### src/rtl/mdu_hilo.sv
// Multi-cycle multiply/divide unit that owns the HI/LO pair: mult/multu, div/divu, mthi/mtlo.
// Define MDU_DIV_EN to build the divider and the div/divu ops; otherwise only the multiplier exists.
module mdu_hilo #(
    parameter int WIDTH = 32
) (
    input  logic             clk,
    input  logic             rst,
    input  logic             start,
    input  logic [1:0]       op,
    input  logic [WIDTH-1:0] a,
    input  logic [WIDTH-1:0] b,
    input  logic             mthi,
    input  logic             mtlo,
    input  logic [WIDTH-1:0] wdata,
    output logic             busy,
    output logic             done,
    output logic [WIDTH-1:0] hi,
    output logic [WIDTH-1:0] lo,
    output logic [1:0]       state_dbg
);
    // Handshake: start is a request taken only on an edge where busy is low (no queueing,
    // no backpressure); done pulses for one cycle in the first cycle HI/LO hold the new result.

    localparam int CW = $clog2(WIDTH);

    typedef enum logic [1:0] {
        S_IDLE = 2'd0,
        S_RUN  = 2'd1,
        S_FIX  = 2'd2
    } state_t;

    state_t               state_q, state_d;
    logic [CW-1:0]        cnt_q, cnt_d;
    logic [2*WIDTH-1:0]   acc_q, acc_d;
    logic [WIDTH-1:0]     m_q, m_d;
    logic                 neg_q, neg_d;
    logic                 done_q, done_d;
    logic [WIDTH-1:0]     hi_q, hi_d;
    logic [WIDTH-1:0]     lo_q, lo_d;

    logic                 signed_op, a_neg, b_neg, accept;
    logic [WIDTH-1:0]     a_mag, b_mag;
    logic [WIDTH:0]       mul_sum;
    logic [2*WIDTH-1:0]   mul_step, prod;

`ifdef MDU_DIV_EN
    logic                 div_q, div_d;
    logic                 rneg_q, rneg_d;
    logic                 dz_q, dz_d;
    logic [WIDTH-1:0]     araw_q, araw_d;
    logic [WIDTH:0]       rem_sh, rem_diff;
    logic [2*WIDTH-1:0]   div_step;
    logic [WIDTH-1:0]     quo, rem;
`endif

    always_comb begin : operand_prep
        signed_op = ~op[0];
        a_neg     = signed_op & a[WIDTH-1];
        b_neg     = signed_op & b[WIDTH-1];
        a_mag     = a_neg ? (~a + 1'b1) : a;
        b_mag     = b_neg ? (~b + 1'b1) : b;
`ifdef MDU_DIV_EN
        accept    = start;
`else
        accept    = start & ~op[1];
`endif
    end

    // acc_q holds {partial, multiplier} for multiply and {remainder, dividend/quotient} for divide.
    always_comb begin : datapath
        mul_sum  = {1'b0, acc_q[2*WIDTH-1:WIDTH]} + (acc_q[0] ? {1'b0, m_q} : {(WIDTH+1){1'b0}});
        mul_step = {mul_sum, acc_q[WIDTH-1:1]};
        prod     = neg_q ? (~acc_q + 1'b1) : acc_q;
`ifdef MDU_DIV_EN
        rem_sh   = {acc_q[2*WIDTH-1:WIDTH], acc_q[WIDTH-1]};
        rem_diff = rem_sh - {1'b0, m_q};
        if (!rem_diff[WIDTH]) begin
            div_step = {rem_diff[WIDTH-1:0], acc_q[WIDTH-2:0], 1'b1};
        end else begin
            div_step = {rem_sh[WIDTH-1:0], acc_q[WIDTH-2:0], 1'b0};
        end
        quo = neg_q  ? (~acc_q[WIDTH-1:0] + 1'b1) : acc_q[WIDTH-1:0];
        rem = rneg_q ? (~acc_q[2*WIDTH-1:WIDTH] + 1'b1) : acc_q[2*WIDTH-1:WIDTH];
`endif
    end

    always_comb begin : fsm
        state_d = state_q;
        cnt_d   = cnt_q;
        acc_d   = acc_q;
        m_d     = m_q;
        neg_d   = neg_q;
        hi_d    = hi_q;
        lo_d    = lo_q;
        done_d  = 1'b0;
`ifdef MDU_DIV_EN
        div_d   = div_q;
        rneg_d  = rneg_q;
        dz_d    = dz_q;
        araw_d  = araw_q;
`endif
        case (state_q)
            S_IDLE: begin
                if (mthi) hi_d = wdata;
                if (mtlo) lo_d = wdata;
                if (accept) begin
                    state_d = S_RUN;
                    cnt_d   = '0;
                    neg_d   = a_neg ^ b_neg;
                    acc_d   = {{WIDTH{1'b0}}, b_mag};
                    m_d     = a_mag;
`ifdef MDU_DIV_EN
                    div_d   = op[1];
                    rneg_d  = a_neg;
                    dz_d    = (b == '0);
                    araw_d  = a;
                    if (op[1]) begin
                        acc_d = {{WIDTH{1'b0}}, a_mag};
                        m_d   = b_mag;
                    end
`endif
                end
            end
            S_RUN: begin
                cnt_d = cnt_q + 1'b1;
                acc_d = mul_step;
`ifdef MDU_DIV_EN
                if (div_q) acc_d = div_step;
`endif
                if (cnt_q == CW'(WIDTH - 1)) state_d = S_FIX;
            end
            S_FIX: begin
                state_d = S_IDLE;
                done_d  = 1'b1;
                hi_d    = prod[2*WIDTH-1:WIDTH];
                lo_d    = prod[WIDTH-1:0];
`ifdef MDU_DIV_EN
                // Divide by zero returns the raw dividend in HI rather than a sign-fixed remainder.
                if (div_q) begin
                    if (dz_q) begin
                        lo_d = '1;
                        hi_d = araw_q;
                    end else begin
                        lo_d = quo;
                        hi_d = rem;
                    end
                end
`endif
            end
            default: state_d = S_IDLE;
        endcase
    end

    always_ff @(posedge clk) begin
        if (rst) begin
            state_q <= S_IDLE;
            cnt_q   <= '0;
            acc_q   <= '0;
            m_q     <= '0;
            neg_q   <= 1'b0;
            done_q  <= 1'b0;
            hi_q    <= '0;
            lo_q    <= '0;
`ifdef MDU_DIV_EN
            div_q   <= 1'b0;
            rneg_q  <= 1'b0;
            dz_q    <= 1'b0;
            araw_q  <= '0;
`endif
        end else begin
            state_q <= state_d;
            cnt_q   <= cnt_d;
            acc_q   <= acc_d;
            m_q     <= m_d;
            neg_q   <= neg_d;
            done_q  <= done_d;
            hi_q    <= hi_d;
            lo_q    <= lo_d;
`ifdef MDU_DIV_EN
            div_q   <= div_d;
            rneg_q  <= rneg_d;
            dz_q    <= dz_d;
            araw_q  <= araw_d;
`endif
        end
    end

    assign busy      = (state_q != S_IDLE);
    assign done      = done_q;
    assign hi        = hi_q;
    assign lo        = lo_q;
    assign state_dbg = state_q;

endmodule

### config.mk
export PLATFORM = sky130hd
export DESIGN_NAME = mdu_hilo
export DESIGN_NICKNAME = d
export VERILOG_FILES = /design/src/rtl/mdu_hilo.sv
export SDC_FILE = /design/constraint.sdc
export NUM_CORES = 1
export LEC_CHECK = 0
export ABC_AREA = 0
export ABC_CLOCK_PERIOD_IN_PS = 4050
export CORE_MARGIN = 5
export CORE_UTILIZATION = 57
export CTS_BUF_LIST = sky130_fd_sc_hd__clkbuf_8
export DETAILED_ROUTE_END_ITERATION = 7
export PLACE_DENSITY = 0.84
export RECOVER_POWER = 100
export SLEW_MARGIN = 20
export SYNTH_ARGS = -nofsm -noshare
export SYNTH_HDL_FRONTEND = slang
export SYNTH_SLANG_ARGS = --single-unit
### constraint.sdc
create_clock -name clk -period 4.05 [get_ports clk]
set_input_delay 1.215 -clock clk [delete_from_list [all_inputs] [get_ports clk]]
set_output_delay 1.215 -clock clk [all_outputs]
set_load 0.02 [all_outputs]
; ---- Word-level counts from Yosys, hierarchy flattened
; Cells that the tools add are included.
[totals]
ff_bits = 169
latchBits = 0
mem_bits_rw = 0
rom_bits = 0
input_bits = 103
out_inout_bits = 68
wordCells = 54
mem_count = 0
[classes]
addsub = 5
mul = 0
n_div = 0
n_lt_le_gt_ge = 0
eq_ne = 7
shifts = 0
muxes = 16
bitwise_logic = 9
n_reduce_logical = 9
[op_table]
columns = operator, n
row1 = $mux W32, 5
row2 = $mux W64, 2
row3 = $pmux W32 S2, 2
row4 = $pmux W64 S2, 1
row5 = $add A32 B1 Y32 const B, 2
row6 = $add A64 B1 Y64 const B, 1
row7 = $not A32 Y32, 2
row8 = $not A64 Y64, 1
row9 = $add A32 B32 Y33, 1
row10 = $pmux W5 S2, 1
row11 = $reduce_and A2 Y1, 5
row12 = $ne A2 B2 Y1 const B, 4
row13 = $reduce_bool A2 Y1, 3
row14 = $add A5 B1 Y5 const B, 1
row15 = $eq A5 B5 Y1 const B, 1
row16 = $mux W5, 1
row17 = $mux W2, 2
row18 = $pmux W2 S2, 1
row19 = $and A1 B1 Y1, 3
row20 = $eq A2 B1 Y1 const B, 1
row21 = $eq A2 B2 Y1 const B, 1
row22 = $logic_not A2 Y1, 1
row23 = $not A1 Y1, 2
row24 = $mux W1, 1
row25 = $xor A1 B1 Y1, 1

; ---- Longest topological paths before layout
[logic_depth]
word_depth = 5
ltp_mapped = 14

; ---- Least setup slack after synthesis
; Ideal clock, no wire load.
[synth_path]
path_kind = input-to-reg
startpoint = input port b[5]
endpoint = register acc_q[27]
setup_ns = 0.134
arrival_time_ns = 3.248
required_time_ns = 3.916
path_slack_ns = 0.668
stages = 8
n_path_buf = 0
path_cell_list = nor4_4 > nand3_1 > nor3b_1 > nand3_1 > or4_4 > o41ai_1 > xor2_1 > o22ai_1
[synth_between]
elab_chain_len = 5
[synth_lines]
columns = item, line
row1 = from (decl), 11  ; input logic [WIDTH-1:0] b,
row2 = $not A32 Y32, 61  ; b_mag = b_neg ? (~b + 1'b1) : b;
row3 = $add A32 B1 Y32, 61
row4 = $mux W32, 61
row5 = $mux W64, 106  ; if (accept) begin
row6 = $pmux W64 S2, 102  ; case (state_q)
row7 = to (signal assigned), 158  ; acc_q <= '0;
row8 = to (signal assigned), 173  ; acc_q <= acc_d;
row9 = to (decl), 34  ; logic [2*WIDTH-1:0] acc_q, acc_d;
; No other way between the ends. The select of a mux whose other input is x is not followed.
; A chain may end at the register's enable or synchronous reset.

; ---- Final worst setup path
[layout_path]
startpoint = input port mthi
endpoint = register hi_q[25] (netlist: hi[25])
[layout_between]
elab_chain_len = 2
[layout_lines]
columns = item, line
row1 = from (decl), 12  ; input logic mthi,
row2 = $ne A2 B2 Y1 (no source line), n/a
row3 = $reduce_and A2 Y1 (no source line), n/a
row4 = to (signal assigned), 177  ; hi_q <= hi_d;
row5 = to (decl), 38  ; logic [WIDTH-1:0] hi_q, hi_d;
; No other way between the ends.

==> run_summary.xml <==
<?xml version="1.0" encoding="UTF-8"?>
<metrics>
  <group name="clock_tree">
    <metric name="cts-htree-levels" unit="">4</metric>
    <metric name="tritoncts_clock_tree" unit="">done</metric>
    <metric name="cts.clk_slew.worst_paths" unit="ns">0.09</metric>
    <metric name="cts_resized" unit="">0</metric>
    <metric name="post-cts-setup-buffers" unit="">0</metric>
    <metric name="root_buffer" unit="">clkbuf_8</metric>
    <metric name="cts.hold.buffers_added" unit="">0</metric>
    <metric name="clkLatencyLatePin" unit="ns">0.48</metric>
    <metric name="cts-root-to-sink-buffers" unit="">2</metric>
    <metric name="num_cts_buffers" unit="">17</metric>
    <metric name="cts_sinks" unit="">169</metric>
  </group>
  <group name="worst_setup_path">
    <metric name="critical-path-top-delay-family" unit="">buffers and inverters</metric>
    <metric name="critical_path.n_buffers_inverters" unit="">2</metric>
    <metric name="worstPathMaxFanout" unit="">23</metric>
    <metric name="critical_path_arrival" unit="ns">4.02</metric>
    <metric name="critPathKind" unit="">in2reg</metric>
    <metric name="required" unit="ns">4.41</metric>
    <metric name="cp_cell_instances" unit="">dlygate4sd3_1 -&gt; nor2_1 -&gt; nor2_1 -&gt; clkbuf_1 -&gt; nand2_1 -&gt; o22ai_1 -&gt; nor3_1 -&gt; o311a_1</metric>
    <metric name="timing.critical_path.slowest_cell_delay" unit="ns">0.90</metric>
    <metric name="cp_slowest_cell" unit="">clkbuf_1</metric>
    <metric name="critical_path.endpoint_type" unit="">flip-flop</metric>
    <metric name="crit_top_cell" unit="">nor2_1</metric>
    <metric name="critical_path.startpoint_type" unit="">input pin</metric>
  </group>
  <group name="sta">
    <metric name="fin_tns_setup" unit="ns">0</metric>
    <metric name="grt_setup_unrepaired" unit="">false</metric>
    <metric name="timing.final.max_slew_violations" unit="">142</metric>
    <metric name="finalHoldWorstSlack" unit="ns">0.454</metric>
    <metric name="finalCritPeriodShare" unit="">0.902</metric>
    <metric name="max_freq" unit="MHz">274</metric>
    <metric name="max_slew.worst_pin.slew" unit="ns">1.56</metric>
    <metric name="setup_viol_count_final" unit="">0</metric>
    <metric name="timing_hold_violations_final" unit="">0</metric>
    <metric name="clock_skew" unit="ns">0.0125</metric>
    <metric name="max_slew_margin" unit="">-0.0376</metric>
    <metric name="finalWorstPathRequiredPeriod" unit="ns">3.65</metric>
  </group>
  <group name="power_and_ir_drop">
    <metric name="total_leakage_power" unit="nW">5.17</metric>
    <metric name="p_int" unit="mW">2.73</metric>
    <metric name="power_density" unit="mW/mm^2">300</metric>
    <metric name="p_switching" unit="mW">1.25</metric>
    <metric name="seqPwrFrac" unit="">0.463</metric>
    <metric name="power.clock.fraction" unit="">0.319</metric>
    <metric name="share_of_total_power_in_combinational_logic" unit="">0.219</metric>
    <metric name="max-vdd-ir-drop" unit="uV">207</metric>
    <metric name="swShare" unit="">0.315</metric>
  </group>
  <group name="route">
    <metric name="wire_per_inst" unit="um">19.1</metric>
    <metric name="detailedRoute.firstIterationViolations" unit="">1090</metric>
    <metric name="vias" unit="">11600</metric>
    <metric name="routed_via_density" unit="">6.31</metric>
    <metric name="route.final.wire_length" unit="mm">35.0</metric>
    <metric name="detail_route.first_pass.iterations" unit="">8</metric>
    <metric name="postRouteAntennaNets" unit="">0</metric>
    <metric name="drc_errors" unit="">0</metric>
  </group>
  <group name="floorplanning">
    <metric name="die_area" unit="mm^2">0.0223</metric>
    <metric name="die-width" unit="um">149</metric>
    <metric name="design.core.area" unit="mm^2">0.0193</metric>
    <metric name="num_rows" unit="">51</metric>
    <metric name="initial_utilization" unit="">0.574</metric>
    <metric name="ioPinCount" unit="">171</metric>
    <metric name="die_y_extent" unit="um">149</metric>
  </group>
  <group name="global_route">
    <metric name="overall_global_routing_resource_usage" unit="">0.304</metric>
    <metric name="grt_pass1_vias" unit="">10500</metric>
    <metric name="maximum_number_of_pins_on_one_net_before_global_route_repair" unit="">73</metric>
    <metric name="grt_overflow" unit="">0</metric>
    <metric name="grt_antenna_before_repair" unit="">0</metric>
    <metric name="global_route_wire_length_before_repair" unit="mm">54.5</metric>
  </group>
  <group name="worst_hold_path">
    <metric name="worst_hold_path_type" unit="">reg2reg</metric>
  </group>
  <group name="finish">
    <metric name="multi_input_comb_area" unit="mm^2">0.00719</metric>
    <metric name="layout.filler_cells" unit="">1697</metric>
    <metric name="layout-drive-gt1-share" unit="">0.0452</metric>
    <metric name="layout.nets" unit="">1699</metric>
    <metric name="layout.area.seq" unit="mm^2">0.00338</metric>
    <metric name="diodes" unit="">0</metric>
    <metric name="area_growth" unit="%">20.0</metric>
  </group>
  <group name="run_status">
    <metric name="outcome" unit="">finished with violations</metric>
    <metric name="failed_checks" unit="">capacitance limit, slew limit</metric>
  </group>
  <group name="placed_design">
    <metric name="port_buffers" unit="">170</metric>
    <metric name="gp_congestion" unit="">0.952</metric>
    <metric name="dp_hpwl" unit="mm">26.6</metric>
  </group>
  <group name="synthesis">
    <metric name="yosysSeqAreaShare" unit="">0.306</metric>
    <metric name="synth.ff_latch_count" unit="">169</metric>
    <metric name="synth-main-ff-cell" unit="">dfxtp_1</metric>
    <metric name="synth_warnings" unit="">0</metric>
    <metric name="syn_area" unit="mm^2">0.0111</metric>
    <metric name="async_flop_share" unit="">0</metric>
    <metric name="synth_top_cell_by_area" unit="">dfxtp_1</metric>
    <metric name="synthesis.nets" unit="">1579</metric>
    <metric name="synth-edff-count" unit="">0</metric>
    <metric name="synth_area_per_cell" unit="um^2">7.70</metric>
    <metric name="yosysUniqueCellTypes" unit="">64</metric>
    <metric name="synth.most_common_cell" unit="">dfxtp_1</metric>
    <metric name="synthCells" unit="">1438</metric>
    <metric name="leading_post_synthesis_cells_by_cell_area" unit="">dfxtp_1 (31%), a21oi_1 (5.9%), xor2_1 (5.8%)</metric>
    <metric name="netlist.area_leader.share" unit="">0.306</metric>
    <metric name="synthTopCellsByCount" unit="">dfxtp_1 (169), nor2_1 (164), a21oi_1 (130)</metric>
  </group>
  <group name="flow_run">
    <metric name="timing.max_cap.violations" unit="">3</metric>
  </group>
</metrics>
[cells in the final DEF, fill, tap and decap left out, types with 24 or more instances in the layout]
master	count
o22ai_1	30
o21ai_0	79
a22o_1	29
a22oi_1	36
o31ai_1	24
nand3_1	34
dfxtp_1	169
dlygate4sd3_1	71
nor2_1	163
ha_1	37
a211oi_1	47
and2_1	34
clkdlybuf4s50_1	98
a21oi_1	130
nand2_1	117
nor3_1	49
xnor2_1	52
xor2_1	73
[area by class of cell]
class,count,share of cell area
clock inverter,14,0.0130
inverter,19,0.00537
clock buffer,17,0.0176
timing repair buffer,199,0.143
sequential,169,0.255
multi-input combinational,1152,0.541
tap,265,0.0250
[flip-flops by register name, indices dropped and copies added (netlist names)]
name and cells:
done 1, m_q 32, hi 32, state_dbg 2, acc_q 64, cnt_q 5, neg_q 1, lo 32
[cell families after synthesis]
kind of cell	Yosys count	synth area share
buf+inv	117	0.0405
flops	169	0.306
fa+ha+maj	38	0.0436
mux	3	0.00271
simple gates	523	0.237
compound gates	463	0.272
xor+xnor	125	0.0989
[worst paths after layout]
check	slack, ns	end	depth (start not counted)	startpoint
setup / recovery	0.40	hi[25]	8	mthi
hold / removal	0.45	m_q[29]	2	m_q[29]
setup reg to reg	0.44	hi[28]	10	acc_q[0]
hold reg to reg	0.45	m_q[29]	2	m_q[29]
[power by group through the flow]
stage / Sequential [mW] / Clock [mW] / Combinational, mW
after floorplan: 1.89 / 0 / 0.494
after global placement: 1.88 / 0 / 0.875
after detailed placement: 1.88 / 0 / 0.891
after CTS: 1.84 / 1.28 / 0.896
after global routing: 1.85 / 1.35 / 0.942
final: 1.84 / 1.27 / 0.871
[worst register-to-register path: cells and delay by family (launching register included)]
kind                       cells  cell delay, ns
muxes                          1            0.19
buffers and inverters          3            0.78
and+or+nand+nor                4            1.73
AOI/OAI and AO/OA              1            0.10
DFF                            1            0.43
adders and majority gates      1            0.20
[metrics by stage]
| step | util | std cells | total power, mW | area, um^2 | setup slack, ns |
|---|---|---|---|---|---|
| after floorplan | - | 1438 | 2.39 | 11100 | 0.668 |
| after detailed placement | 0.674 | 1804 | 2.77 | 13000 | 0.00850 |
| after global placement | 0.674 | 1804 | 2.75 | 13000 | 0.130 |
| after CTS | 0.695 | 1835 | 4.01 | 13400 | 0.481 |
| after global routing | 0.689 | 1835 | 4.15 | 13300 | 0.171 |
| final | 0.689 | 1835 | 3.98 | 13300 | 0.395 |
[per-layer routing]
| metal | wire (um) | vias up | track usage | share of wire |
|---|---|---|---|---|
| met5 | 0 | - | 0 | 0 |
| li1 | - | 5526 | - | - |
| met2 | 15600 | 647 | 0.478 | 0.45 |
| met4 | 1190 | 0 | 0.106 | 0.034 |
| met1 | 14900 | 5327 | 0.428 | 0.43 |
| met3 | 3300 | 88 | 0.0428 | 0.094 |
Note: power is estimated with default switching activity, not from simulation.
